### config.mk
export PLATFORM = sky130hd
export DESIGN_NAME = hazard_ctrl
export DESIGN_NICKNAME = d
export VERILOG_FILES = /design/src/rtl/hazard_ctrl.sv
export SDC_FILE = /design/constraint.sdc
export NUM_CORES = 1
export LEC_CHECK = 0
export CORE_MARGIN = 2
export CORE_UTILIZATION = 31
export DETAILED_ROUTE_END_ITERATION = 8
export PLACE_DENSITY = 0.79
export SYNTH_ARGS = -nofsm -noshare
export SYNTH_HDL_FRONTEND = slang
export SYNTH_SLANG_ARGS = --single-unit
### constraint.sdc
create_clock -name clk -period 2.5 [get_ports clk]
set_input_delay 0.75 -clock clk [delete_from_list [all_inputs] [get_ports clk]]
set_output_delay 0.75 -clock clk [all_outputs]
set_load 0.01 [all_outputs]
### src/rtl/hazard_ctrl.sv
// Pipeline hazard controller: MEM/WB forwarding selects, load-use stall,
// taken-branch flushes and a counter-driven multi-cycle EX hold FSM.
module hazard_ctrl #(
  parameter int ADDR_W = 5,
  parameter int NSRC   = 2,
  parameter int MD_LAT = 4
) (
  input  logic                   clk,
  input  logic                   reset,
  input  logic [NSRC*ADDR_W-1:0] RsD,
  input  logic [NSRC*ADDR_W-1:0] RsE,
  input  logic [ADDR_W-1:0]      RdE,
  input  logic [ADDR_W-1:0]      RdM,
  input  logic [ADDR_W-1:0]      RdW,
  input  logic                   RegWriteM,
  input  logic                   RegWriteW,
  input  logic                   MemReadE,
  input  logic                   MultiCycleE,
  input  logic                   PCSrcE,
  output logic [2*NSRC-1:0]      ForwardE,
  output logic                   StallF,
  output logic                   StallD,
  output logic                   StallE,
  output logic                   FlushD,
  output logic                   FlushE,
  output logic                   FlushM,
  output logic                   Busy
);

  localparam int CNT_W = (MD_LAT > 2) ? $clog2(MD_LAT) : 1;

  typedef enum logic {IDLE, BUSY} state_t;

  state_t            state;
  logic [CNT_W-1:0]  cnt;
  logic              mc_stall;
  logic              lu;
  logic [ADDR_W-1:0] src;

  // Per-source forwarding; the M stage result is newer, so it wins over W.
  always_comb begin
    ForwardE = '0;
    src      = '0;
    for (int unsigned i = 0; i < NSRC; i++) begin
      src = RsE[i*ADDR_W +: ADDR_W];
      if (RegWriteM && (src == RdM) && (src != '0))
        ForwardE[2*i +: 2] = 2'b10;
      else if (RegWriteW && (src == RdW) && (src != '0))
        ForwardE[2*i +: 2] = 2'b01;
    end
  end

  always_comb begin
    lu = 1'b0;
    for (int unsigned i = 0; i < NSRC; i++) begin
      if (RsD[i*ADDR_W +: ADDR_W] == RdE)
        lu = 1'b1;
    end
    lu = lu & MemReadE & (RdE != '0);
  end

  // The trigger cycle stalls from IDLE; the release cycle (cnt == 0) does not.
  assign mc_stall = ((state == IDLE) && MultiCycleE && !reset) ||
                    ((state == BUSY) && (cnt != '0));

  always_ff @(posedge clk) begin
    if (reset) begin
      state <= IDLE;
      cnt   <= '0;
    end else begin
      case (state)
        IDLE: begin
          if (MultiCycleE) begin
            state <= BUSY;
            cnt   <= CNT_W'(MD_LAT - 2);
          end
        end
        BUSY: begin
          if (cnt != '0)
            cnt <= cnt - 1'b1;
          else
            state <= IDLE;
        end
        default: begin
          state <= IDLE;
          cnt   <= '0;
        end
      endcase
    end
  end

  assign StallF = mc_stall | (lu & ~PCSrcE & ~mc_stall);
  assign StallD = StallF;
  assign StallE = mc_stall;
  assign FlushM = mc_stall;
  assign FlushE = ~mc_stall & (PCSrcE | lu);
  assign FlushD = ~mc_stall & PCSrcE;
  assign Busy   = (state == BUSY);

endmodule

==> reports/metrics.yaml, run 1 <==
status:
  status: "finished, violations left"
  violations: "negative setup slack"
setup_path:
  slowest_delay_ns: 0.55
  critPathLaunchType: "primary input"
  crit_buf_inv: 3
  crit_fanout: 2
  ff2ff_path_depth: 14
  cp_common_cell: "nor4_2"
  timing.rr.end: "cnt[1]"
  cp_slowest_cell: "or4_4"
  critPathTopFamily: "simple AND/OR/NAND/NOR gates"
  endpoint_kind: "output pin"
  r2r-start: "Busy"
  crit_chain: "buf_6, or4_4, nor2_4, nor4_2, buf_4, nor4_2, buf_2"
  criticalPathCategory: "primary input to output pin"
  crit_required_ns: 1.75
  arrival_ns: 2.08
  rrSetupSlack_ns: 0.42
sta:
  post-route-period-util: 1.13
  fin_skew_ns: 0.00207
  setup_violations: 6
  hold_slack_ns: 0.468
  rsz0062_at_grt: "true"
  period_minus_slack_ns: 2.83
  fmax_ghz: 0.353
  layout_setup_ws_ns: -0.329
  finalMaxSlewViolations: 0
  tightestPinTransition_ns: 0.271
  hold_viol: 0
  slew_headroom: 0.818
drt:
  drtIter0Drc: 11
  wire_per_inst_um: 13.5
  routed_wl_mm: 2.63
  ant_nets: 0
  via_per_inst: 4.63
  vias: 903
  drt_first_pass_iters: 3
  drc_errors: 0
global_routing:
  grt.total_usage: 0.229
  grt_max_degree: 5
  antenna_found_initial: 0
  overflow: 0
  grt_pass1_vias: 969
  grt_pass1_wl_mm: 3.69
final_layout:
  final_common_cell: "buf_4"
  antenna_cells: 0
  finish.utilization: 0.800
  drive_above_1_share: 0.589
  mostFrequentLayoutCells: "33 x buf_4, 19 x buf_6, 14 x buf_2"
  n_fill_cell: 130
  layout.nets: 212
  area_growth_pct: 151
  design_area_um2: 1520
clocking:
  ctsHoldBuffers: 0
  clkTransAtPathRegs_ns: 0.04
  root_buffer: "clkbuf_4"
  numCtsBuffers: 3
  cts.sinks: 3
  ctsLongestPathBuffers: 2
  ctsHtreeMaxLevel: 1
  cts_tree: "built"
  clock_latency_ns: 0.22
synthesis:
  synth_top_cell_by_area: "xnor2_1"
  ys_types: 22
  synth_area_leaders: "xnor2_1 23%, xor2_1 20%, dfxtp_1 9.9%, nor4_2 8.2%, nand4_1 4.1%"
  yosys_warnings: 0
  synth_top_area_share: 0.231
  syn_area_um2: 607
  postSynthAreaPerCell_um2: 8.20
  synth_seq_cells: 3
  ys_seq_area_frac: 0.0990
  synth_cells: 74
  synth_nets: 117
pwr:
  p_int_w: 0.000265
  ir_worst_vdd_v: 0.000187
  power_density_nw_per_um2: 258
  p_sw_w: 0.000127
  seqPwrFrac: 0.141
  clock_power_share: 0.203
  p_comb_frac: 0.657
  leakagePower_nw: 0.712
  p_total_w: 0.000392
  switching_share: 0.324
job:
  cap_violations: 0
worst_hold_path:
  hold_depth: 1
  hold_start: "cnt[0]"
  hold_class: "flip-flop to flip-flop"
  holdPathEnd: "cnt[0]"
floorplanning:
  io_pins: 53
  core_um2: 1900
  die_w_um: 48.2
  die_h_um: 48.2
  die-area_um2: 2330
  rows: 16
  start_util: 0.319
place:
  place_area_um2: 1310
  dp_slack_ns: -0.977
  portBuffers: 52
  gp_congestion: 0.811
  dp_hpwl_mm: 1.86
repair_timing:
| item | CTS | global route |
|---|---|---|
| gates resized for setup | 154 | 27 |
| cloned | 0 | 0 |
| setup endpoints to repair | 10 | 11 |
| pin swaps | 29 | 28 |
| endpoints found under the hold margin | 0 | 0 |
| setup buffers | 21 | 1 |
how the worst max path moves through the flow:
stage,depth (start not counted),slack (ns),endpoint,startpoint
6_report,7,-0.33,ForwardE[2],RsE[9]
5_1_grt,7,-0.40,ForwardE[2],RsE[9]
4_1_cts,7,-0.37,ForwardE[2],RsE[6]
3_5_place_dp,6,-0.98,ForwardE[0],RsE[1]
3_3_place_gp,6,-0.91,ForwardE[2],RsE[7]
2_1_floorplan,4,-0.03,ForwardE[0],RsE[1]
per-layer routing:
metal,up-vias,routed length (µm),track usage,share of wire
li1,442,-,-,-
met1,418,834,0.180,0.32
met2,41,1570,0.526,0.60
met3,2,214,0.0370,0.081
met4,0,9,0.0703,0.0034
met5,-,0,0,0
sequential cells by signal, indices dropped and copies added, names as in the netlist:
register	count
cnt	2
Busy	1
layout make-up:
cell class,count,area (µm²),share of cell area
Inverter,4,15.0,0.00987
Sequential cell,3,60.1,0.0395
Tap cell,27,33.8,0.0222
Timing Repair Buffer,92,758,0.498
Clock buffer,4,26.3,0.0173
Multi-Input combinational cell,65,628,0.413
cell usage after synthesis (all sizes together):
| master | count |
|---|---|
| a211oi | 2 |
| a21oi | 1 |
| a22oi | 1 |
| buf | 2 |
| dfxtp | 3 |
| ha | 1 |
| inv | 4 |
| nand2 | 4 |
| nand2b | 2 |
| nand4 | 4 |
| nor2 | 6 |
| nor2b | 1 |
| nor3 | 2 |
| nor4 | 4 |
| o21a | 1 |
| o21ai | 1 |
| o31ai | 2 |
| or4 | 3 |
| xnor2 | 16 |
| xor2 | 14 |
power by group through the flow:
stage	Combinational (W)	Sequential, W	Clock [W]
2_1_floorplan	0.0000812	0.0000558	0
3_3_place_gp	0.000215	0.0000554	0
3_5_place_dp	0.000221	0.0000559	0
4_1_cts	0.000248	0.0000552	0.0000864
5_1_grt	0.000274	0.0000555	0.0000901
6_report	0.000258	0.0000552	0.0000795
per-stage QoR:
stage | TNS (ns) | instances
after global routing | -1.13 | 195
final | -0.736 | 195
after floorplan | -0.0548 | 74
after detailed placement | -7.11 | 172
after global placement | -6.77 | 172
after CTS | -0.932 | 195
cell families (layout without fill, tap and decap cells):
family / Yosys count / after routing / share of synthesized area
xor+xnor: 30 / 30 / 0.433
simple gates: 26 / 26 / 0.307
compound gates: 8 / 8 / 0.0907
buf+inv: 6 / 100 / 0.0495
flops: 3 / 3 / 0.0990
fa+ha+maj: 1 / 1 / 0.0206
(Power assumes the default switching activity.)
==> inputs of run 2 (changes only) <==
CORE_ASPECT_RATIO = 1.4   (was default)
MAX_ROUTING_LAYER = met4   (was default)
==> run 2 against run 1 <==
The flow still finishes with violations (negative setup slack). Cell count shrank 11%. Flip-flop and latch count is the same. Critical path depth unchanged. Fmax rose by 0.67%. Die area rose by 0.20%. Clock power rose by 12%. Global-route usage up 0.099 points. Register-to-register slack improved by 0.91 ns.
==> reports/metrics.yaml, run 2 (same netlist as run 1, synthesis figures left out) <==
global_routing:
  grt_pass1_vias: 904
  grt.total_usage: 0.230
  overflow: 0
  grt_max_degree: 5
  antenna_found_initial: 0
  grt_pass1_wl_mm: 3.57
clocking:
  ctsHtreeMaxLevel: 1
  clock_latency_ns: 0.24
  ctsLongestPathBuffers: 2
  ctsHoldBuffers: 0
  cts_tree: "built"
  numCtsBuffers: 3
  cts.sinks: 3
  clkTransAtPathRegs_ns: 0.04
  root_buffer: "clkbuf_4"
final_layout:
  multiInputGateArea_um2: 654
  area_growth_pct: 137
  drive_above_1_share: 0.545
  design_area_um2: 1440
  antenna_cells: 0
  final_common_cell: "buf_4"
  mostFrequentLayoutCells: "20 x buf_4, 16 x buf_6, 13 x xor2_1, 13 x buf_2, 10 x xnor2_1"
  largest_register_ff_count: 2
  finish.utilization: 0.797
  n_fill_cell: 126
  stdcell_count: 174
  layout.nets: 198
  regMostFlops: "cnt"
  register_area_um2: 60.1
sta:
  setup_violations: 7
  period_minus_slack_ns: 2.81
  fmax_ghz: 0.356
  layout_setup_ws_ns: -0.310
  fin_skew_ns: 0.00452
  slew_headroom: 0.806
  hold_viol: 0
  rsz0062_at_grt: "true"
  hold_slack_ns: 0.466
  finalMaxSlewViolations: 0
  tightestPinTransition_ns: 0.290
  post-route-period-util: 1.12
place:
  place_area_um2: 1280
  portBuffers: 52
  dp_cells: 163
  dp_slack_ns: -0.936
  gp_congestion: 0.802
  dp_hpwl_mm: 1.79
floorplanning:
  rows: 18
  die_h_um: 56.4
  core_um2: 1800
  io_pins: 53
  die_w_um: 41.4
  start_util: 0.337
  die-area_um2: 2330
setup_path:
  endpoint_kind: "output pin"
  rrSetupSlack_ns: 1.33
  critPathLaunchType: "primary input"
  criticalPathCategory: "primary input to output pin"
  ff2ff_path_depth: 6
  r2r-start: "cnt[0]"
  startpoint: "RsE[4]"
  crit_fanout: 2
  timing.rr.end: "cnt[1]"
  arrival_ns: 2.06
  endpoint: "ForwardE[0]"
  crit_required_ns: 1.75
status:
  violations: "negative setup slack"
  status: "finished, violations left"
pwr:
  leakagePower_nw: 0.645
  p_sw_w: 0.000133
  p_int_w: 0.000249
  ir_worst_vdd_v: 0.000212
  power_density_nw_per_um2: 266
  p_comb_frac: 0.623
  switching_share: 0.349
  seqPwrFrac: 0.144
  clock_power_share: 0.233
drt:
  routed_wl_mm: 2.38
  wire_per_inst_um: 13.7
  drt_first_pass_iters: 4
  via_per_inst: 4.89
  drc_errors: 0
  drtIter0Drc: 6
  ant_nets: 0
  vias: 850
job:
  cap_violations: 0
worst_hold_path:
  hold_class: "flip-flop to flip-flop"
## run 2: cell types whose count changed in the layout (fill, tap and decap cells not counted), sizes merged
cell and delta:
clkdlybuf4s15 +5, dlygate4sd2 -2, buf -17
## run 2: final cells by class
cell class / count / share of cell area
Clock buffer: 4 / 0.0183
Inverter: 4 / 0.0105
Timing Repair Buffer: 78 / 0.456
Sequential cell: 3 / 0.0418
Tap cell: 20 / 0.0174
Multi-Input combinational cell: 65 / 0.456
## run 2: worst min-delay path by stage
| stage | from | endpoint | slack, ns | cells past startpoint |
|---|---|---|---|---|
| 6_report | cnt[0] | cnt[0] | 0.47 | 1 |
| 5_1_grt | cnt[0] | cnt[0] | 0.50 | 1 |
| 4_1_cts | cnt[0] | cnt[0] | 0.47 | 1 |
| 3_5_place_dp | cnt[0] | cnt[0] | 0.46 | 1 |
| 3_3_place_gp | cnt[0] | cnt[0] | 0.45 | 1 |
| 2_1_floorplan | cnt[0] | cnt[0] | 0.43 | 1 |
## run 2: layer usage
layer	GRT usage	share of wire
met5	-	0
met4	0.0922	0.018
met3	0.0514	0.089
met2	0.426	0.55
met1	0.200	0.34
## run 2: power groups by stage
stage          logic (W)  registers, W  clock network [W]
5_1_grt         0.000256     0.0000554          0.0000988
6_report        0.000238     0.0000551          0.0000888
3_3_place_gp    0.000213     0.0000555                  0
4_1_cts         0.000226     0.0000551          0.0000919
2_1_floorplan  0.0000812     0.0000558                  0
3_5_place_dp    0.000218     0.0000558                  0
## run 2: per-stage QoR
stage	total power (W)	TNS, ns
after CTS	0.000373	-1.03
final	0.000382	-0.859
after floorplan	0.000137	-0.0548
after detailed placement	0.000273	-7.30
after global routing	0.000411	-1.16
after global placement	0.000268	-7.02
## run 2: worst max-delay path, stage by stage
cell,delay [ns]
buf_6,0.09
or4_4,0.53
nor2_4,0.14
nor4_4,0.05
buf_4,0.14
nor4_4,0.19
buf_2,0.16
## run 2: timing repair
item	4_1_cts	5_1_grt
cloned	0	0
resized for setup	155	22
setup endpoints to repair	10	10
pin swaps	28	21
hold endpoints to repair	0	0
buffers inserted	6	1
